File: src/rtl/coherence_bus_ctrl.sv
// coherence_bus_ctrl: N-core memory/coherence controller.
// Arbitrates L1 instruction fetches, data fills and writebacks onto one RAM port.
// Data fills snoop every peer first. A peer holding the block modified supplies it
// directly (cache-to-cache), and the same word is written back to RAM in that cycle.
module coherence_bus_ctrl #(
  parameter int NCPU         = 2,
  parameter int WORD_W       = 32,
  parameter int SNOOP_CYCLES = 1
) (
  input  logic                     CLK,
  input  logic                     RST,
  input  logic [NCPU-1:0]          iREN,
  input  logic [NCPU*WORD_W-1:0]   iaddr,
  output logic [NCPU-1:0]          iwait,
  output logic [NCPU*WORD_W-1:0]   iload,
  input  logic [NCPU-1:0]          dREN,
  input  logic [NCPU-1:0]          dWEN,
  input  logic [NCPU*WORD_W-1:0]   daddr,
  input  logic [NCPU*WORD_W-1:0]   dstore,
  output logic [NCPU-1:0]          dwait,
  output logic [NCPU*WORD_W-1:0]   dload,
  input  logic [NCPU-1:0]          ccwrite,
  input  logic [NCPU-1:0]          cctrans,
  output logic [NCPU-1:0]          ccwait,
  output logic [NCPU-1:0]          ccinv,
  output logic [NCPU*WORD_W-1:0]   ccsnoopaddr,
  output logic                     ramREN,
  output logic                     ramWEN,
  output logic [WORD_W-1:0]        ramaddr,
  output logic [WORD_W-1:0]        ramstore,
  input  logic [WORD_W-1:0]        ramload,
  input  logic [1:0]               ramstate
);

  localparam int GW = $clog2(NCPU);
  localparam int CW = $clog2(SNOOP_CYCLES + 1);
  localparam logic [1:0] RAM_ACCESS = 2'd2;

  typedef enum logic [2:0] {
    S_IDLE, S_WB, S_SNOOP, S_C2C, S_RAMRD, S_IFETCH
  } state_t;

  state_t          state, state_nxt;
  logic [GW-1:0]   g, g_nxt;         // granted core
  logic [GW-1:0]   s, s_nxt;         // supplying core during C2C
  logic [GW-1:0]   dptr, dptr_nxt;   // round-robin start for data requests
  logic [GW-1:0]   iptr, iptr_nxt;   // round-robin start for instruction requests
  logic [CW-1:0]   snoop_cnt, snoop_cnt_nxt;
  logic [GW-1:0]   sup;
  logic            sup_hit;
  logic            acc;

  logic [WORD_W-1:0] daddr_g, dstore_g, iaddr_g, daddr_s, dstore_s;

  function automatic logic [GW-1:0] wrap_idx(input int v);
    return GW'(v % NCPU);
  endfunction

  // First requester at or above ptr, wrapping round.
  function automatic logic [GW-1:0] rr_pick(input logic [NCPU-1:0] req,
                                            input logic [GW-1:0]   ptr);
    logic [GW-1:0] pick;
    logic          found;
    pick  = ptr;
    found = 1'b0;
    for (int i = 0; i < NCPU; i++) begin
      if (!found && req[wrap_idx(int'(ptr) + i)]) begin
        pick  = wrap_idx(int'(ptr) + i);
        found = 1'b1;
      end
    end
    return pick;
  endfunction

  assign acc      = (ramstate == RAM_ACCESS);
  assign daddr_g  = daddr[int'(g)*WORD_W +: WORD_W];
  assign dstore_g = dstore[int'(g)*WORD_W +: WORD_W];
  assign iaddr_g  = iaddr[int'(g)*WORD_W +: WORD_W];
  assign daddr_s  = daddr[int'(s)*WORD_W +: WORD_W];
  assign dstore_s = dstore[int'(s)*WORD_W +: WORD_W];

  // Supplier search: first peer above the requester (wrapping) that reports M.
  always_comb begin
    // NOTE: every combinational output gets a default before any branch, so no latch is inferred.
    sup     = g;
    sup_hit = 1'b0;
    for (int i = 1; i < NCPU; i++) begin
      if (!sup_hit && ccwrite[wrap_idx(int'(g) + i)]) begin
        sup     = wrap_idx(int'(g) + i);
        sup_hit = 1'b1;
      end
    end
  end

  // State, grant and pointer registers with synchronous reset.
  always_ff @(posedge CLK) begin
    // NOTE: registers use non-blocking assignment so all of them update together at the edge.
    if (RST) begin
      state     <= S_IDLE;
      g         <= '0;
      s         <= '0;
      dptr      <= '0;
      iptr      <= '0;
      snoop_cnt <= '0;
    end else begin
      state     <= state_nxt;
      g         <= g_nxt;
      s         <= s_nxt;
      dptr      <= dptr_nxt;
      iptr      <= iptr_nxt;
      snoop_cnt <= snoop_cnt_nxt;
    end
  end

  // Next-state: arbitration in IDLE, snoop timing, and exit conditions.
  always_comb begin
    state_nxt     = state;
    g_nxt         = g;
    s_nxt         = s;
    dptr_nxt      = dptr;
    iptr_nxt      = iptr;
    snoop_cnt_nxt = snoop_cnt;
    case (state)
      S_IDLE: begin
        snoop_cnt_nxt = '0;
        if (|dWEN) begin
          g_nxt     = rr_pick(dWEN, dptr);
          dptr_nxt  = wrap_idx(int'(rr_pick(dWEN, dptr)) + 1);
          state_nxt = S_WB;
        end else if (|dREN) begin
          g_nxt     = rr_pick(dREN, dptr);
          dptr_nxt  = wrap_idx(int'(rr_pick(dREN, dptr)) + 1);
          state_nxt = S_SNOOP;
        end else if (|iREN) begin
          g_nxt     = rr_pick(iREN, iptr);
          iptr_nxt  = wrap_idx(int'(rr_pick(iREN, iptr)) + 1);
          state_nxt = S_IFETCH;
        end
      end
      S_WB: if (!dWEN[g]) state_nxt = S_IDLE;
      S_SNOOP: begin
        if (!dREN[g]) begin
          state_nxt = S_IDLE;
        end else if (snoop_cnt == CW'(SNOOP_CYCLES - 1)) begin
          snoop_cnt_nxt = '0;
          if (sup_hit) begin
            s_nxt     = sup;
            state_nxt = S_C2C;
          end else begin
            state_nxt = S_RAMRD;
          end
        end else begin
          snoop_cnt_nxt = snoop_cnt + CW'(1);
        end
      end
      S_C2C, S_RAMRD: if (!dREN[g]) state_nxt = S_IDLE;
      S_IFETCH: if (acc || !iREN[g]) state_nxt = S_IDLE;
      default: state_nxt = S_IDLE;
    endcase
  end

  // Output decode from registered state/grant; unselected cores see wait=1, load=0.
  always_comb begin
    iwait       = '1;
    dwait       = '1;
    iload       = '0;
    dload       = '0;
    ccwait      = '0;
    ccinv       = '0;
    ccsnoopaddr = '0;
    ramREN      = 1'b0;
    ramWEN      = 1'b0;
    ramaddr     = '0;
    ramstore    = '0;
    if (state == S_SNOOP || state == S_C2C || state == S_RAMRD) begin
      for (int k = 0; k < NCPU; k++) begin
        if (k != int'(g)) begin
          ccwait[k]                         = 1'b1;
          ccinv[k]                          = ccwrite[g] & cctrans[g];
          ccsnoopaddr[k*WORD_W +: WORD_W]   = daddr_g;
        end
      end
    end
    case (state)
      S_WB: begin
        ramWEN   = 1'b1;
        ramaddr  = daddr_g;
        ramstore = dstore_g;
        if (acc) dwait[g] = 1'b0;
      end
      S_C2C: begin
        dload[int'(g)*WORD_W +: WORD_W] = dstore_s;
        ramWEN   = 1'b1;
        ramaddr  = daddr_s;
        ramstore = dstore_s;
        if (acc) begin
          dwait[g] = 1'b0;
          dwait[s] = 1'b0;
        end
      end
      S_RAMRD: begin
        ramREN  = 1'b1;
        ramaddr = daddr_g;
        dload[int'(g)*WORD_W +: WORD_W] = ramload;
        if (acc) dwait[g] = 1'b0;
      end
      S_IFETCH: begin
        ramREN  = 1'b1;
        ramaddr = iaddr_g;
        iload[int'(g)*WORD_W +: WORD_W] = ramload;
        if (acc) iwait[g] = 1'b0;
      end
      default: ;
    endcase
  end

endmodule
File: config.mk
export PLATFORM = sky130hd
export DESIGN_NAME = coherence_bus_ctrl
export DESIGN_NICKNAME = d
export VERILOG_FILES = /design/src/rtl/coherence_bus_ctrl.sv
export SDC_FILE = /design/constraint.sdc
export NUM_CORES = 1
export LEC_CHECK = 0
export BUFFER_PORTS_ARGS = -buffer_cell sky130_fd_sc_hd__buf_2
export CAP_MARGIN = 10
export CORE_AREA = 2 2 196 198
export CTS_CLUSTER_DIAMETER = 100
export CTS_CLUSTER_SIZE = 30
export DETAILED_ROUTE_END_ITERATION = 12
export DIE_AREA = 0 0 198 200
export PLACE_DENSITY_LB_ADDON = 0.05
export SLEW_MARGIN = 5
export SYNTH_ARGS = -nofsm -noshare
export SYNTH_HDL_FRONTEND = slang
export SYNTH_SLANG_ARGS = --single-unit
File: constraint.sdc
create_clock -name CLK -period 3.4 [get_ports CLK]
set_clock_uncertainty 0.05 [all_clocks]
set_input_delay 0.17 -clock CLK [delete_from_list [all_inputs] [get_ports CLK]]
set_output_delay 0.17 -clock CLK [all_outputs]
set_load 0.005 [all_outputs]
## After elaboration in Yosys (flattened, before gate mapping)

Cells that the tools add are included.

| storage, ports and cells | value |
|---|---|
| register bits | 8 |
| input port bits | 238 |
| output and inout bits | 266 |
| word-level logic and storage cells | 171 |

| operators by class | value |
|---|---|
| add/subtract/negate cells | 8 |
| order comparisons | 9 |
| equality and inequality tests | 12 |
| shift-type cells | 8 |
| mux-type cells | 90 |
| bitwise operators | 9 |
| reductions and logical operators | 29 |

Operator list:

| kind | number |
|---|---|
| $shiftx A64 B7 Y32 | 5 |
| $and A64 B64 Y64 | 2 |
| $mux W64 | 2 |
| $pmux W64 S2 | 1 |
| $shiftx A32 B33 Y64 | 2 |
| $pmux W32 S3 | 1 |
| $mux W1 | 64 |
| $mux W32 | 2 |
| $pmux W32 S2 | 1 |
| $shift A32 B33 Y64 const A | 1 |
| $neg A6 Y33 | 1 |
| $mux W3 | 9 |
| $pmux W3 S5 | 1 |
| $lt A1 B2 Y1 const B | 7 |
| $reduce_or A2 Y1 | 7 |
| $mux W2 | 5 |
| $ne A2 B2 Y1 const B | 4 |
| $reduce_and A4 Y1 | 2 |
| $add A1 B1 Y1 const B | 7 |
| $eq A3 B2 Y1 const B | 2 |
| $eq A3 B3 Y1 const B | 2 |
| $reduce_and A2 Y1 | 3 |
| $logic_and A1 B1 Y1 | 5 |
| $reduce_and A5 Y1 | 1 |
| 17 further kinds | 28 |

## Depth between registers and ports, before layout

Gate-level depths: netlist (run 1).

| depth | value |
|---|---|
| word-level depth | 15 |
| depth in mapped cells | 8 |

## Worst setup path after synthesis (run 1)

OpenSTA, ideal clock, no wires.

| timing path | value |
|---|---|
| kind | reg-to-output |
| start | register state[0] |
| end | output port ramaddr[10] |
| arrival | 1586 ps |
| path slack | 1594 ps |
| stages on the path, launching flop included | 8 |
| cells stage by stage | dfxtp_1 > buf_2 > nor2b_1 > nand2_1 > o32ai_1 > clkbuf_1 > a22oi_1 > o21ai_1 |

| on the way | value |
|---|---|
| longest elaborated chain between the ends | 3 |
| elaborated cells on any way between the ends | 6 |
| those cells by class | 4 x eq/ne; 1 x mux; 1 x reduce/logical |

RTL lines:

| item | RTL line | RTL |
|---|---|---|
| from (decl) | 43 | `state_t state, state_nxt;` |
| from (signal assigned) | 106 | `state <= state_nxt;` |
| $eq A3 B3 Y1 / $eq A3 B1 Y1 (equally long branches) | 184 | `case (state)` |
| $reduce_or A2 Y1 (no source line) | - |  |
| $pmux W32 S3 * | 184 |  |
| to (decl) | 29 | `output logic [WORD_W-1:0] ramaddr,` |

Every way passes the cells marked *; elsewhere a longest branch is shown, timed or not.

## Worst setup path after layout (run 1)

| timing path | value |
|---|---|
| start | register state[1] |
| end | output port ramaddr[4] |

Same word-level chain as after synthesis.

==> flow_summary.json, run 1 <==
{
  "outcome": "finished, final reports clean",
  "rsz0062_at_grt": "no",
  "ant_nets": 0,
  "initial_utilization": 0.100,
  "reg2reg_slack_ns": 1.20,
  "drive_gt1_frac": 0.514,
  "clockBufferDepth": 2,
  "yosysMostFrequentCell": "nor2_1",
  "setup_viol": 0,
  "crit_required_ns": 3.18,
  "synth.largest_area_cell": "mux2i_1",
  "drcViolationCount": 0,
  "crit_path_start_kind": "flip-flop",
  "cts_buffers": 3,
  "fillers": 4460,
  "yosysSeqAreaShare": 0.0373,
  "r2r-start": "g",
  "cts.htree.levels": 1,
  "track_usage": 0.163,
  "synth.avg_cell_area_sq_um": 6.34,
  "gr-total-overflow": 0,
  "tritoncts": "done",
  "syn_area_sq_um": 3760,
  "root_buffer": "clkbuf_16",
  "ys_top_cells_by_count": "nor2_1 (105), mux2i_1 (101), and2_1 (97)",
  "grt_pass1_vias": 6513,
  "end_kind": "primary output",
  "fmax_mhz": 360,
  "peakVddDrop_uv": 149,
  "hold_violations": 0,
  "drt-total-wl_um": 35200,
  "portBuffers": 503,
  "cts_hold_buf": 0,
  "post_cts_buffers": 0,
  "worst_slew_pin_slew_ns": 0.721,
  "critPathLaunch": "state[1]",
  "synth_ff_type": "dfxtp_1",
  "finalNetCount": 1299,
  "drv_slew": 0,
  "syn_inst": 593,
  "diodes": 0,
  "die_y_um": 200,
  "power_density_nw_per_um2": 306,
  "period_needed_ns": 2.78,
  "drtIter0Drc": 178,
  "cts.repair.resized": 0,
  "grt_pass1_wl_um": 46800,
  "ys_warn_count": 0,
  "gp_congestion": 0.826,
  "antenna_found_initial": 1,
  "yosys-top-cells-area": "mux2i_1 (27%), and2_1 (16%), nor2_1 (10%), a22oi_1 (6.4%), and3_1 (5.7%)",
  "rows": 71,
  "firstDrtPassIters": 4,
  "routedWlPerCell_um": 22.4,
  "die_x_um": 198,
  "grt_start_max_net_pins": 66,
  "power_mw": 2.14,
  "reg2regPathDepth": 6,
  "syn2layout_area_growth_pct": 86.3,
  "synth_seq_cells": 7,
  "tns_ns": 0,
  "maxCapViolCount": 0,
  "clock_latency_ns": 0.23,
  "clock-sinks": 7,
  "postLayoutCoreUtil": 0.187,
  "ioPinCount": 504,
  "num_vias": 6327,
  "synth_top_area_frac": 0.269,
  "r2r-end": "state[1]",
  "slew_headroom": 0.517,
  "synth_edf_count": 0,
  "worstSetupEndpoint": "ramaddr[4]",
  "fin_crit_sh": 0.817,
  "path_clk_slew_ns": 0.04,
  "critical_path_class": "flip-flop to primary output",
  "cp_data_arrival_time_ns": 2.56,
  "synth-async-reset-ratio": 0,
  "core_area_sq_um": 37400,
  "viasPerCell": 4.03,
  "min_path_type": "input port to flip-flop",
  "synth_cell_types": 39,
  "die_area_sq_um": 39600,
  "dp_hpwl_um": 29400,
  "crit_fanout": 32,
  "leakage_nw": 3.73,
  "synth_nets": 831
}
[registers in the layout, indices dropped and copies added (netlist names)]
| register | cells |
|---|---|
| g | 1 |
| iptr | 1 |
| dptr | 1 |
| s | 1 |
| state | 3 |
[report_power, final]
group | leakage (nW) | total (mW) | switching, mW | internal [mW]
combinational | 3.64 | 1.78 | 1.05 | 0.735
sequential | 0.0586 | 0.160 | 0.0598 | 0.100
clock | 0.0382 | 0.201 | 0.0453 | 0.156
total | 3.73 | 2.14 | 1.15 | 0.992
[worst max-delay path, cell delays in order (launching register included)]
cell and delay (ns):
dfxtp_1 0.66, and3b_1 0.41, nand2_1 0.16, o31ai_4 0.09, buf_4 0.41, a22oi_1 0.16
o21ai_0 0.20, buf_2 0.19
[worst min-delay path by stage]
| stage | start | to | slack [ns] | cells after the start |
|---|---|---|---|---|
| floorplan | RST | state[2] | 0.18 | 1 |
| finish | iREN[1] | iptr | 0.16 | 2 |
| CTS | iREN[1] | iptr | 0.16 | 2 |
| global placement | iREN[1] | iptr | 0.41 | 2 |
| detailed placement | iREN[1] | iptr | 0.40 | 2 |
| global route | RST | state[2] | 0.18 | 2 |
[metrics by stage]
step	worst slack, ns	hold WS (ns)	std cells	instance area [sq um]
after global routing	0.462	0.181	1571	7000
after CTS	0.622	0.158	1571	7000
after global placement	0.865	0.406	1567	6920
after floorplan	1.59	0.185	593	3760
final	0.621	0.159	1571	7000
after detailed placement	0.866	0.402	1567	6920
[placed cells by master (no fill, tap or decap), types with 2 or more instances in the layout]
| master | count |
|---|---|
| dfxtp_1 | 5 |
| and3_1 | 34 |
| o21ai_4 | 2 |
| o22ai_1 | 32 |
| nand2_1 | 8 |
| clkbuf_16 | 3 |
| buf_2 | 503 |
| nor2b_1 | 3 |
| a21oi_1 | 42 |
| o21ai_0 | 13 |
| o21ai_1 | 23 |
| and2_1 | 97 |
| nor3_1 | 4 |
| inv_1 | 5 |
| mux2i_1 | 101 |
| o2bb2ai_1 | 2 |
| buf_4 | 20 |
| nor2_2 | 3 |
| a22oi_1 | 32 |
| nor2_1 | 102 |
[area by class of cell]
class                           count  area [sq um]  share of cell area
Clock buffer                        4          78.8              0.0113
Sequential cell                     7           145              0.0207
Inverter                            5          18.8             0.00268
Tap cell                          511           639              0.0913
Multi-Input combinational cell    520          3430               0.490
Timing Repair Buffer              524          2690               0.384
[logic make-up after synthesis]
group           Yosys count  synth area share
flops                     7            0.0373
xor+xnor                  1           0.00233
mux                     101             0.269
compound gates          156             0.257
buf+inv                  66            0.0679
simple gates            262             0.366
[routing by layer]
metal  global-route usage  part of all wire
met1                0.184              0.39
met2                0.314              0.52
met3               0.0272             0.060
met4               0.0462             0.028
met5                    0           0.00037
Note: power is estimated with default switching activity, not from simulation.
==> run 2, diff against run 1 <==
--- a/config.mk
+++ b/config.mk
@@ -7,11 +7,11 @@
 export LEC_CHECK = 0
 export BUFFER_PORTS_ARGS = -buffer_cell sky130_fd_sc_hd__buf_2
 export CAP_MARGIN = 10
-export CORE_AREA = 2 2 196 198
+export CORE_AREA = 2 2 197 199
 export CTS_CLUSTER_DIAMETER = 100
 export CTS_CLUSTER_SIZE = 30
 export DETAILED_ROUTE_END_ITERATION = 12
-export DIE_AREA = 0 0 198 200
+export DIE_AREA = 0 0 199 201
 export PLACE_DENSITY_LB_ADDON = 0.05
 export SLEW_MARGIN = 5
 export SYNTH_ARGS = -nofsm -noshare
==> constraint.sdc (replaced) <==
create_clock -name CLK -period 2.3 [get_ports CLK]
set_clock_uncertainty 0.05 [all_clocks]
set_input_delay 0.115 -clock CLK [delete_from_list [all_inputs] [get_ports CLK]]
set_output_delay 0.115 -clock CLK [all_outputs]
set_load 0.005 [all_outputs]
==> run 2 against run 1 <==
Global-route usage decreased by 0.59 points. Cell count increased by 1.8%. Clock-buffer cell count is the same. Design area rose by 3.9%. Hold slack got worse by 0.054 ns. Flip-flop and latch count unchanged. Combinational power increased by 57%. Critical path depth fell by 1. Die area up 1.0%.
==> flow_summary.json, run 2 (synthesized netlist as in run 1, its figures left out) <==
{
  "outcome": "finished, final reports clean",
  "max_flop_register": "state",
  "drt-total-wl_um": 33600,
  "die_x_um": 199,
  "min_path_type": "input port to flip-flop",
  "path_buf_inv": 2,
  "clock_latency_ns": 0.23,
  "clockBufferDepth": 2,
  "firstDrtPassIters": 6,
  "worst_slew_pin_slew_ns": 1.02,
  "viasPerCell": 3.99,
  "largest_reg_flops": 3,
  "initial_utilization": 0.0986,
  "num_vias": 6378,
  "period_needed_ns": 2.18,
  "tritoncts": "done",
  "hold_violations": 0,
  "power_density_nw_per_um2": 452,
  "rsz0062_at_grt": "yes",
  "path_clk_slew_ns": 0.04,
  "hold_end": "state[2]",
  "worstPathCellList": "buf_4, mux2i_1, nor2_1, a21oi_1, nor2_1, buf_2",
  "slew_headroom": 0.321,
  "crit_fanout": 10,
  "drv_slew": 0,
  "routedWlPerCell_um": 21.0,
  "crit_required_ns": 2.13,
  "finalNetCount": 1316,
  "r2r-end": "s",
  "root_buffer": "clkbuf_16",
  "rows": 72,
  "drive_gt1_frac": 0.525,
  "hold_depth": 2,
  "dp_hpwl_um": 28200,
  "final_common_cell": "buf_2",
  "post-place-cells": 1590,
  "antenna_found_initial": 7,
  "ant_nets": 0,
  "cts_buffers": 3,
  "ioPinCount": 504,
  "most-common-layout-cells": "buf_2 (503), mux2i_1 (101), nor2_1 (101)",
  "finalNonFillerCells": 1599,
  "die_area_sq_um": 40000,
  "syn2layout_area_growth_pct": 93.6,
  "portBuffers": 503,
  "track_usage": 0.158,
  "tns_ns": 0,
  "fmax_mhz": 459,
  "peakVddDrop_uv": 189,
  "grt_start_max_net_pins": 46,
  "grt_pass1_wl_um": 46400,
  "cp_common_cell": "nor2_1",
  "cts.htree.levels": 1,
  "setup_viol": 0,
  "leakage_nw": 3.86,
  "grt_pass1_vias": 6471,
  "drcViolationCount": 0,
  "end_kind": "primary output",
  "reg2regPathDepth": 6,
  "fillers": 4520,
  "core_area_sq_um": 38100,
  "r2r-start": "g",
  "slowest_stage": "dfxtp_2",
  "crit_path_start_kind": "flip-flop",
  "gr-total-overflow": 0,
  "gp_congestion": 0.836,
  "cp_data_arrival_time_ns": 2.01,
  "reg2reg_slack_ns": 0.44,
  "cp_slowest_stage_delay_ns": 0.50,
  "critical_path_class": "flip-flop to primary output",
  "fin_crit_sh": 0.947,
  "maxCapViolCount": 0,
  "min_from": "RST",
  "drtIter0Drc": 276,
  "die_y_um": 201,
  "clock-sinks": 7,
  "crit_family": "flip-flops"
}
## run 2: final cells by class
cell class,count,area (sq um),share of cell area
flip-flops and latches,7,146,0.0201
inverters,5,18.8,0.00258
clock buffers,4,78.8,0.0108
well taps,518,648,0.0891
diodes,4,10.0,0.00138
repair buffers,541,2940,0.403
multi-input cells,520,3440,0.473
## run 2: per-layer routing
metal	GRT usage	vias to the layer above	wire (um)
li1	-	3101	-
met1	0.188	2979	13800
met2	0.296	274	17300
met3	0.0255	20	2090
met4	0.0253	4	297
met5	0	-	32
## run 2: per-stage QoR
stage	hold WS (ns)	setup WS, ns	util	area, sq um	power (mW)
finish	0.105	0.123	0.191	7280	3.29
global route	0.119	-0.0256	0.191	7280	3.58
CTS	0.116	0.0113	0.190	7250	3.36
detailed placement	0.366	0.165	0.188	7170	3.05
global placement	0.365	0.197	0.188	7170	3.09
floorplan	0.130	0.549	-	3760	1.54
## run 2: timing repair
item                                    in CTS  in global routing
endpoints found under the setup margin       3                 17
setup buffers                                0                  1
pin swaps                                    1                  1
gates resized for setup                      3                  2
hold buffers                                 0                  0
## run 2: report_power, final
| group | internal (mW) | switching [mW] | total [mW] | leakage (nW) |
|---|---|---|---|---|
| Clock | 0.231 | 0.0678 | 0.299 | 0.0382 |
| Combinational | 1.22 | 1.59 | 2.80 | 3.76 |
| Sequential | 0.149 | 0.0353 | 0.184 | 0.0590 |
## run 2: worst max-delay path by stage
stage	startpoint	endpoint	cells past startpoint
2_1_floorplan	state[0]	ramaddr[10]	7
3_3_place_gp	state[2]	dload[57]	5
3_5_place_dp	state[2]	dload[63]	5
4_1_cts	state[0]	ramaddr[7]	6
5_1_grt	state[0]	dload[57]	5
6_report	s	dload[40]	6
==> run 3, diff against run 2 <==
--- a/config.mk
+++ b/config.mk
@@ -5,13 +5,14 @@
 export SDC_FILE = /design/constraint.sdc
 export NUM_CORES = 1
 export LEC_CHECK = 0
+export ABC_AREA = 1
 export BUFFER_PORTS_ARGS = -buffer_cell sky130_fd_sc_hd__buf_2
 export CAP_MARGIN = 10
-export CORE_AREA = 2 2 197 199
+export CORE_AREA = 2 2 198 200
 export CTS_CLUSTER_DIAMETER = 100
 export CTS_CLUSTER_SIZE = 30
 export DETAILED_ROUTE_END_ITERATION = 12
-export DIE_AREA = 0 0 199 201
+export DIE_AREA = 0 0 200 202
 export PLACE_DENSITY_LB_ADDON = 0.05
 export SLEW_MARGIN = 5
 export SYNTH_ARGS = -nofsm -noshare
==> run 3 against run 2 <==
Core utilization is 1.9 points higher. Critical path depth is 1 higher. Critical endpoint is now iload[13]. Fmax is 3.8% higher.
==> flow_summary.json, run 3 <==
{
  "cts_hold_buf": 0,
  "period_needed_ns": 2.10,
  "largest_reg_flops": 3,
  "drtIter0Drc": 260,
  "finalNetCount": 1732,
  "drcViolationCount": 0,
  "die_x_um": 200,
  "end_kind": "primary output",
  "synth_seq_cells": 7,
  "routedWlPerCell_um": 17.4,
  "yosys-top-cells-area": "nand2_1 (26%), o21ai_0 (11%), inv_1 (11%), nor2_1 (11%), mux2i_1 (6.4%)",
  "r2r-end": "state[1]",
  "synth-simple-area-share": 0.461,
  "synth_edf_count": 0,
  "hold_depth": 2,
  "drt-total-wl_um": 35000,
  "min_path_type": "input port to flip-flop",
  "yosysSeqAreaShare": 0.0279,
  "power_mw": 4.67,
  "core_area_sq_um": 38300,
  "viasPerCell": 3.99,
  "tns_ns": 0,
  "clockBufferDepth": 2,
  "ys_warn_count": 0,
  "synth-xor-area-share": 0,
  "rows": 72,
  "synth-compound-area-share": 0.203,
  "gp_congestion": 0.789,
  "maxCapViolCount": 0,
  "fmax_mhz": 477,
  "power_density_nw_per_um2": 582,
  "clock-sinks": 7,
  "met2_usage": 0.315,
  "grt_busiest_layer": "met2",
  "slew_headroom": 0.574,
  "drive_gt1_frac": 0.421,
  "synth_nets": 1271,
  "cts.repair.resized": 0,
  "portBuffers": 503,
  "gr-total-overflow": 0,
  "setup_viol": 0,
  "cts_buffers": 3,
  "synthMuxAreaShare": 0.0639,
  "die_y_um": 202,
  "use_met1": 0.184,
  "synth.largest_area_cell": "nand2_1",
  "peakVddDrop_uv": 397,
  "critical_path_class": "flip-flop to primary output",
  "crit_path_start_kind": "flip-flop",
  "initial_utilization": 0.131,
  "firstDrtPassIters": 6,
  "synth-adder-area-share": 0,
  "most-common-layout-cells": "buf_2 (503), nand2_1 (352), inv_1 (144)",
  "synth-async-reset-ratio": 0,
  "syn_area_sq_um": 5020,
  "synth.avg_cell_area_sq_um": 4.86,
  "min_from": "RST",
  "ioPinCount": 504,
  "final_common_cell": "buf_2",
  "root_buffer": "clkbuf_16",
  "yosysMostFrequentCell": "nand2_1",
  "cts.htree.levels": 1,
  "reg2reg_slack_ns": 0.67,
  "synth_top_family_by_area": "simple AND/OR/NAND/NOR gates",
  "grt_use_met3": 0.0285,
  "r2r-start": "g",
  "synth_cell_types": 30,
  "grt_pass1_vias": 7935,
  "antenna_found_initial": 6,
  "syn_inst": 1033,
  "hold_violations": 0,
  "drv_slew": 0,
  "ant_nets": 0,
  "outcome": "finished, final reports clean",
  "cp_data_arrival_time_ns": 1.93,
  "num_vias": 8037,
  "reg2regPathDepth": 8,
  "syn2layout_area_growth_pct": 60.0,
  "grt_start_max_net_pins": 67,
  "fin_crit_sh": 0.912,
  "clock_latency_ns": 0.23,
  "leakage_nw": 5.06,
  "track_usage": 0.162,
  "fillers": 4612,
  "path_clk_slew_ns": 0.04,
  "crit_fanout": 32,
  "post_cts_buffers": 0,
  "hold_end": "g",
  "dp_hpwl_um": 29100,
  "worst_slew_pin_slew_ns": 0.639,
  "rsz0062_at_grt": "no",
  "grt_pass1_wl_um": 49800,
  "max_flop_register": "state",
  "die_area_sq_um": 40400,
  "synth_ff_type": "dfxtp_1",
  "crit_required_ns": 2.13,
  "ys_top_cells_by_count": "nand2_1 (352), inv_1 (144), nor2_1 (142)",
  "synth_top_area_frac": 0.263,
  "tritoncts": "done"
}
-- run 3: cell types whose count changed in the layout (fill, tap and decap cells not counted), sizes merged, moves of 34 or more --
cell / delta
nand2: +388
and2: -97
mux2i: -69
o21ai: +97
and3: -34
inv: +188
a21oi: -34
nor2: +43
-- run 3: worst max-delay path by stage --
stage	start	to	slack [ns]	cells after the start
finish	state[0]	iload[13]	0.20	7
global route	state[0]	ramaddr[1]	0.001	8
CTS	state[0]	iload[13]	0.13	7
detailed placement	state[0]	iload[13]	0.38	7
global placement	state[0]	ramstore[28]	0.39	6
floorplan	state[0]	ccsnoopaddr[54]	0.95	10
-- run 3: power by group --
| group | internal (mW) | switching [mW] | leakage, nW |
|---|---|---|---|
| Clock | 0.231 | 0.0700 | 0.0382 |
| Sequential | 0.162 | 0.0747 | 0.0586 |
| Combinational | 1.52 | 2.61 | 4.96 |
-- run 3: worst max-delay path: stages, from the launching register on --
cell and delay, ns:
dfxtp_1 0.46, inv_2 0.07, nor2_2 0.18, inv_2 0.12
nor2_8 0.22, inv_2 0.28, nor2_1 0.22, buf_2 0.14
-- run 3: cells by family (layout without fill, tap and decap cells) --
logic type,count (synthesis),after routing
muxes,32,32
DFF,7,7
AOI/OAI and AO/OA,178,178
other,0,5
and+or+nand+nor,557,557
buffers and inverters,259,719
-- run 3: area by class of cell --
cell class / instances / area, sq um / share of cell area
diodes: 5 / 12.5 / 0.00156
repair buffers: 521 / 2740 / 0.341
inverters: 194 / 747 / 0.0931
well taps: 518 / 648 / 0.0808
multi-input cells: 767 / 3650 / 0.455
flip-flops and latches: 7 / 145 / 0.0181
clock buffers: 4 / 78.8 / 0.00982
-- run 3: stage by stage --
stage / util / hold slack [ns] / instances / instance area (sq um) / setup WS [ns]
floorplan: - / 0.134 / 1033 / 5020 / 0.951
detailed placement: 0.207 / 0.278 / 2007 / 7930 / 0.380
CTS: 0.209 / 0.0360 / 2011 / 8010 / 0.134
finish: 0.210 / 0.0309 / 2016 / 8020 / 0.202
global route: 0.210 / 0.0461 / 2016 / 8020 / 0.00107
global placement: 0.207 / 0.278 / 2007 / 7930 / 0.386
-- run 3: per-layer routing --
layer  wire [um]  part of all wire
met1       14000              0.40
met2       18200              0.52
met3        2380             0.068
met4         415             0.012
met5           7           0.00020
